File: src/rtl/data_memory_io.sv
// Memory-mapped data memory: 56x16 RAM, GPIO ports and an optional compare timer.
// Define DMEM_TIMER_EN to build the timer, STATUS register and irq output.
module data_memory_io (
    input  logic        clk,
    input  logic        rst,
    input  logic        mem_wr,
    input  logic        mem_rd,
    input  logic [5:0]  data_mem_address,
    input  logic [15:0] reg_Data_2,
    output logic [15:0] mem_Data_in,
    input  logic [15:0] gpio_in,
    output logic [15:0] gpio_out,
    output logic        irq
);

    localparam logic [5:0] RAM_WORDS     = 6'd56;
    localparam logic [5:0] ADDR_GPIO_OUT = 6'h38;
    localparam logic [5:0] ADDR_GPIO_IN  = 6'h39;
`ifdef DMEM_TIMER_EN
    localparam logic [5:0] ADDR_TMR_CNT  = 6'h3A;
    localparam logic [5:0] ADDR_TMR_CMP  = 6'h3B;
    localparam logic [5:0] ADDR_TMR_CTRL = 6'h3C;
    localparam logic [5:0] ADDR_STATUS   = 6'h3D;
`endif

    logic [15:0] ram_q [0:55];
    logic        ram_we;
    logic [15:0] gpio_out_d, gpio_out_q;
    logic [15:0] gpio_s1_d, gpio_s1_q;
    logic [15:0] gpio_s2_d, gpio_s2_q;
    logic [15:0] rd_word;

    // RAM has no reset; its contents persist across rst.
    always_ff @(posedge clk) begin
        if (ram_we) begin
            ram_q[data_mem_address] <= reg_Data_2;
        end
    end

    always_comb begin
        ram_we     = mem_wr && (data_mem_address < RAM_WORDS);
        gpio_out_d = gpio_out_q;
        if (mem_wr && (data_mem_address == ADDR_GPIO_OUT)) begin
            gpio_out_d = reg_Data_2;
        end
        gpio_s1_d = gpio_in;
        gpio_s2_d = gpio_s1_q;
    end

    always_ff @(posedge clk or posedge rst) begin
        if (rst) begin
            gpio_out_q <= 16'h0000;
            gpio_s1_q  <= 16'h0000;
            gpio_s2_q  <= 16'h0000;
        end else begin
            gpio_out_q <= gpio_out_d;
            gpio_s1_q  <= gpio_s1_d;
            gpio_s2_q  <= gpio_s2_d;
        end
    end

    assign gpio_out = gpio_out_q;

`ifdef DMEM_TIMER_EN
    logic [15:0] cnt_d, cnt_q;
    logic [15:0] cmp_d, cmp_q;
    logic [2:0]  ctrl_d, ctrl_q;
    logic        status_d, status_q;
    logic        match;

    // CPU write to the counter takes priority over increment/auto-clear;
    // a match setting STATUS beats a same-cycle write-1-to-clear.
    always_comb begin
        match    = ctrl_q[0] && (cnt_q == cmp_q);
        cnt_d    = cnt_q;
        cmp_d    = cmp_q;
        ctrl_d   = ctrl_q;
        status_d = status_q;
        if (ctrl_q[0]) begin
            cnt_d = (match && ctrl_q[1]) ? 16'h0000 : cnt_q + 16'h0001;
        end
        if (mem_wr && (data_mem_address == ADDR_TMR_CNT)) begin
            cnt_d = reg_Data_2;
        end
        if (mem_wr && (data_mem_address == ADDR_TMR_CMP)) begin
            cmp_d = reg_Data_2;
        end
        if (mem_wr && (data_mem_address == ADDR_TMR_CTRL)) begin
            ctrl_d = reg_Data_2[2:0];
        end
        if (mem_wr && (data_mem_address == ADDR_STATUS) && reg_Data_2[0]) begin
            status_d = 1'b0;
        end
        if (match) begin
            status_d = 1'b1;
        end
    end

    always_ff @(posedge clk or posedge rst) begin
        if (rst) begin
            cnt_q    <= 16'h0000;
            cmp_q    <= 16'hFFFF;
            ctrl_q   <= 3'b000;
            status_q <= 1'b0;
        end else begin
            cnt_q    <= cnt_d;
            cmp_q    <= cmp_d;
            ctrl_q   <= ctrl_d;
            status_q <= status_d;
        end
    end

    assign irq = status_q & ctrl_q[2];
`else
    assign irq = 1'b0;
`endif

    always_comb begin
        rd_word = 16'h0000;
        if (data_mem_address < RAM_WORDS) begin
            rd_word = ram_q[data_mem_address];
        end else begin
            case (data_mem_address)
                ADDR_GPIO_OUT: rd_word = gpio_out_q;
                ADDR_GPIO_IN:  rd_word = gpio_s2_q;
`ifdef DMEM_TIMER_EN
                ADDR_TMR_CNT:  rd_word = cnt_q;
                ADDR_TMR_CMP:  rd_word = cmp_q;
                ADDR_TMR_CTRL: rd_word = {13'h0000, ctrl_q};
                ADDR_STATUS:   rd_word = {15'h0000, status_q};
`endif
                default:       rd_word = 16'h0000;
            endcase
        end
        mem_Data_in = mem_rd ? rd_word : 16'h0000;
    end

endmodule

File: config.mk
export PLATFORM = sky130hd
export DESIGN_NAME = data_memory_io
export DESIGN_NICKNAME = d
export VERILOG_FILES = /design/src/rtl/data_memory_io.sv
export SDC_FILE = /design/constraint.sdc
export NUM_CORES = 1
export LEC_CHECK = 0
export ABC_AREA = 1
export BUFFER_PORTS_ARGS = -buffer_cell sky130_fd_sc_hd__buf_2
export CORE_ASPECT_RATIO = 0.75
export CORE_MARGIN = 3
export CORE_UTILIZATION = 30
export DETAILED_ROUTE_END_ITERATION = 8
export PLACE_DENSITY = 0.53
export SKIP_LAST_GASP = 1
export SYNTH_ARGS = -nofsm -noshare
export SYNTH_HDL_FRONTEND = slang
export SYNTH_SLANG_ARGS = --single-unit
File: constraint.sdc
create_clock -name clk -period 1.89 [get_ports clk]
set_clock_uncertainty 0.2 [all_clocks]
set_input_delay 0.2835 -clock clk [delete_from_list [all_inputs] [get_ports clk]]
set_output_delay 0.2835 -clock clk [all_outputs]
set_load 0.01 [all_outputs]
==> results.py <==
metrics = {
    "worst_setup_path": {
        "endpoint_kind": "output pin",
        "cp.required_ps": 1410,
        "crit_fanout": 1,
        "reg2regPathDepth": 1,
        "startpoint_type": "register",
        "cp.arrival_ps": 2210,
        "worstSetupPathType": "reg -> out",
    },
    "placement": {
        "pre_cts_ws_ps": -1282,
        "numPortBuffers": 73,
        "place_inst": 5459,
        "place.gp.congestion": 0.8712,
        "hpwl_um": 78560,
    },
    "routing": {
        "dr.pass1.iters": 5,
        "drtIter0Drc": 2830,
        "vias": 26250,
        "wl_per_cell_um": 21.66,
        "ant_nets": 0,
        "vias_per_cell": 4.640,
        "drc": 0,
        "wl_um": 122600,
    },
    "clock_network": {
        "htree_num_levels": 3,
        "clock_path_buffers": 3,
        "cts_tree": "built",
        "numClockSinks": 944,
        "cts_made_buffers": 90,
        "clk_pin_slew_ps": 60,
        "cts_root_buf": "clkbuf_16",
        "clk_latency_ps": 670,
    },
    "pwr": {
        "power_density_nw_per_um2": 896.5,
        "p_leak_uw": 0.01992,
        "peakVddDrop_v": 0.0006204,
    },
    "job": {
        "maxCapViolCount": 0,
    },
    "hold_path": {
        "hp-class": "in -> reg",
        "holdPathStages": 2,
    },
    "synthesis": {
        "synth.cells.most_frequent": "nand2_1 (978), edfxtp_1 (896), inv_1 (353), nor2_1 (281), nand3_1 (224)",
        "yosysSeqAreaShare_pct": 71.64,
        "yosysTopAreaCellShare_pct": 68.58,
        "synthDistinctLibCells": 30,
        "avgSynthCellArea_um2": 11.43,
        "synth_most_common_cell": "nand2_1",
        "netlist_area_um2": 39230,
        "syn_inst": 3433,
        "syn_nets": 3475,
        "yosysWarnings": 0,
        "synthTopCellsByArea": "edfxtp_1 (69%), nand2_1 (9.4%), inv_1 (3.4%), dfrtp_1 (3.1%), nand3_1 (2.9%)",
        "synth_top_cell_by_area": "edfxtp_1",
        "synth_flop_cell": "edfxtp_1",
        "synth_edf_count": 896,
        "synth-seq-cells": 944,
        "synth-async-reset-ratio_pct": 5.085,
    },
    "global_routing": {
        "busiest_layer": "met1",
        "grt_antenna_before_repair": 8,
        "grt_pass1_vias": 24750,
        "use_met2_pct": 26.11,
        "grt_max_degree": 58,
        "grtUsageMet1_pct": 27.35,
        "grt_pass1_wl_um": 177100,
        "overflow": 0,
        "grt_usage_pct": 17.89,
        "grt_use_met3_pct": 3.493,
    },
    "final_layout": {
        "layout.nets": 3894,
        "area_delta_synth_final_pct": 30.01,
        "finalNonFillerCells": 5658,
        "diodes": 0,
        "drive_above_1_share_pct": 27.31,
        "fillCellCount": 12330,
    },
    "sta": {
        "worstMarginPinSlew_ps": 803.9,
        "period_minus_slack_ps": 2692,
        "fmax_ghz": 0.3714,
        "hold_viol_final": 0,
        "period_share_pct": 142.4,
        "rsz0062_at_grt": "true",
        "final_max_slew_viol_count": 0,
        "setup_viol_count_final": 26,
        "relSlewSlack_pct": 46.40,
        "setup_ws_ps": -802.2,
    },
    "die": {
        "fp.dieH_um": 319.2,
        "start_util_pct": 30.33,
        "num_rows": 114,
        "dieArea_um2": 135200,
        "core_area_um2": 129400,
        "ios": 75,
        "die_x_um": 423.6,
    },
    "run_status": {
        "outcome": "finished with violations",
        "failed_checks": "setup timing",
    },
}
-- sequential cells by signal, summed over array words and instances (netlist names) --
signal / cells
gpio_out: 16
ram_q: 896
gpio_s1_q: 16
gpio_s2_q: 16
-- worst max-delay path, stage by stage, from the launching register on --
cell and delay (ps):
edfxtp_1 350, or2_1 200, nand3_1 110, nand2_1 70
o21ai_1 170, nand3_1 140, nor2_2 170, buf_6 130
a21oi_2 50, buf_4 150
-- cell type report --
| class | count | area, um2 | area share (%) |
|---|---|---|---|
| multi-input cells | 1962 | 10930 | 21.42 |
| well taps | 1740 | 2177 | 4.268 |
| inverters | 360 | 1390 | 2.725 |
| repair buffers | 494 | 5459 | 10.70 |
| flip-flops and latches | 944 | 28110 | 55.10 |
| clock buffers | 113 | 2442 | 4.788 |
| clock inverters | 45 | 505.5 | 0.9910 |
-- layer usage --
layer / routed length [um] / up-vias
li1: - / 12310
met1: 57850 / 12930
met2: 52960 / 862
met3: 9213 / 146
met4: 2544 / 0
met5: 0 / -
-- placed cells by master, fill, tap and decap left out, types with 10 or more instances in the layout --
cell	count
edfxtp_1	896
nand3_2	51
or2_4	44
nand2_1	879
or2_2	81
o21ai_1	40
o21ai_0	78
buf_12	123
buf_4	232
bufinv_16	11
dfrtp_1	48
mux2_4	10
nand2_4	30
o21ai_4	13
nor2_1	180
buf_6	35
clkbuf_1	16
inv_1	349
nand3_1	168
buf_2	62
nand2_2	65
clkbuf_16	93
a21oi_2	11
nor2_4	93
clkinv_1	21
nor2_2	11
or2_1	24
o21ai_2	45
o211ai_1	107
dlygate4sd3_1	35
-- power breakdown --
group	switching, uW	internal [uW]
Combinational	2550	1460
Clock	7910	10600
Sequential	100	23100
-- through the flow --
step	cell area (um2)	power, uW	TNS (ps)	hold WS, ps	util [%]
5_1_grt	51010	47170	-14270	26.08	39.43
4_1_cts	50550	46000	-13010	1.169	39.07
6_report	51010	45730	-11880	48.46	39.43
3_3_place_gp	45840	27110	-602050	132.0	35.43
2_1_floorplan	39960	25100	-16590	114.9	-
3_5_place_dp	45840	27120	-606560	135.8	35.43
-- repair_timing --
| item | 4_1_cts | 5_1_grt |
|---|---|---|
| hold endpoints to repair | 291 | 0 |
| pin swaps | 120 | 121 |
| gates cloned | 5 | 0 |
| hold buffers | 35 | 0 |
| setup endpoints to repair | 254 | 137 |
| resized for setup | 328 | 140 |
| buffers inserted | 21 | 2 |
-- cells by family after synthesis --
| group | synth area share [%] |
|---|---|
| flops | 71.64 |
| buf+inv | 5.673 |
| simple gates | 17.63 |
| compound gates | 4.497 |
| mux | 0.5549 |
| other cells | 0.009558 |
-- path summary, 6_finish.rpt --
path	startpoint	end	slack, ps
min in group asynchronous	rst	gpio_s1_q[15]	540
worst min-delay path	gpio_in[15]	gpio_s1_q[15]	50
worst max register to register	gpio_out[3]	gpio_out[3]	850
max in group asynchronous	rst	gpio_s1_q[12]	730
worst min register to register	gpio_s1_q[14]	gpio_s2_q[14]	140
worst max-delay path	ram_q[34][0]	mem_Data_in[0]	-800
Power figures use the tool's default switching activity.
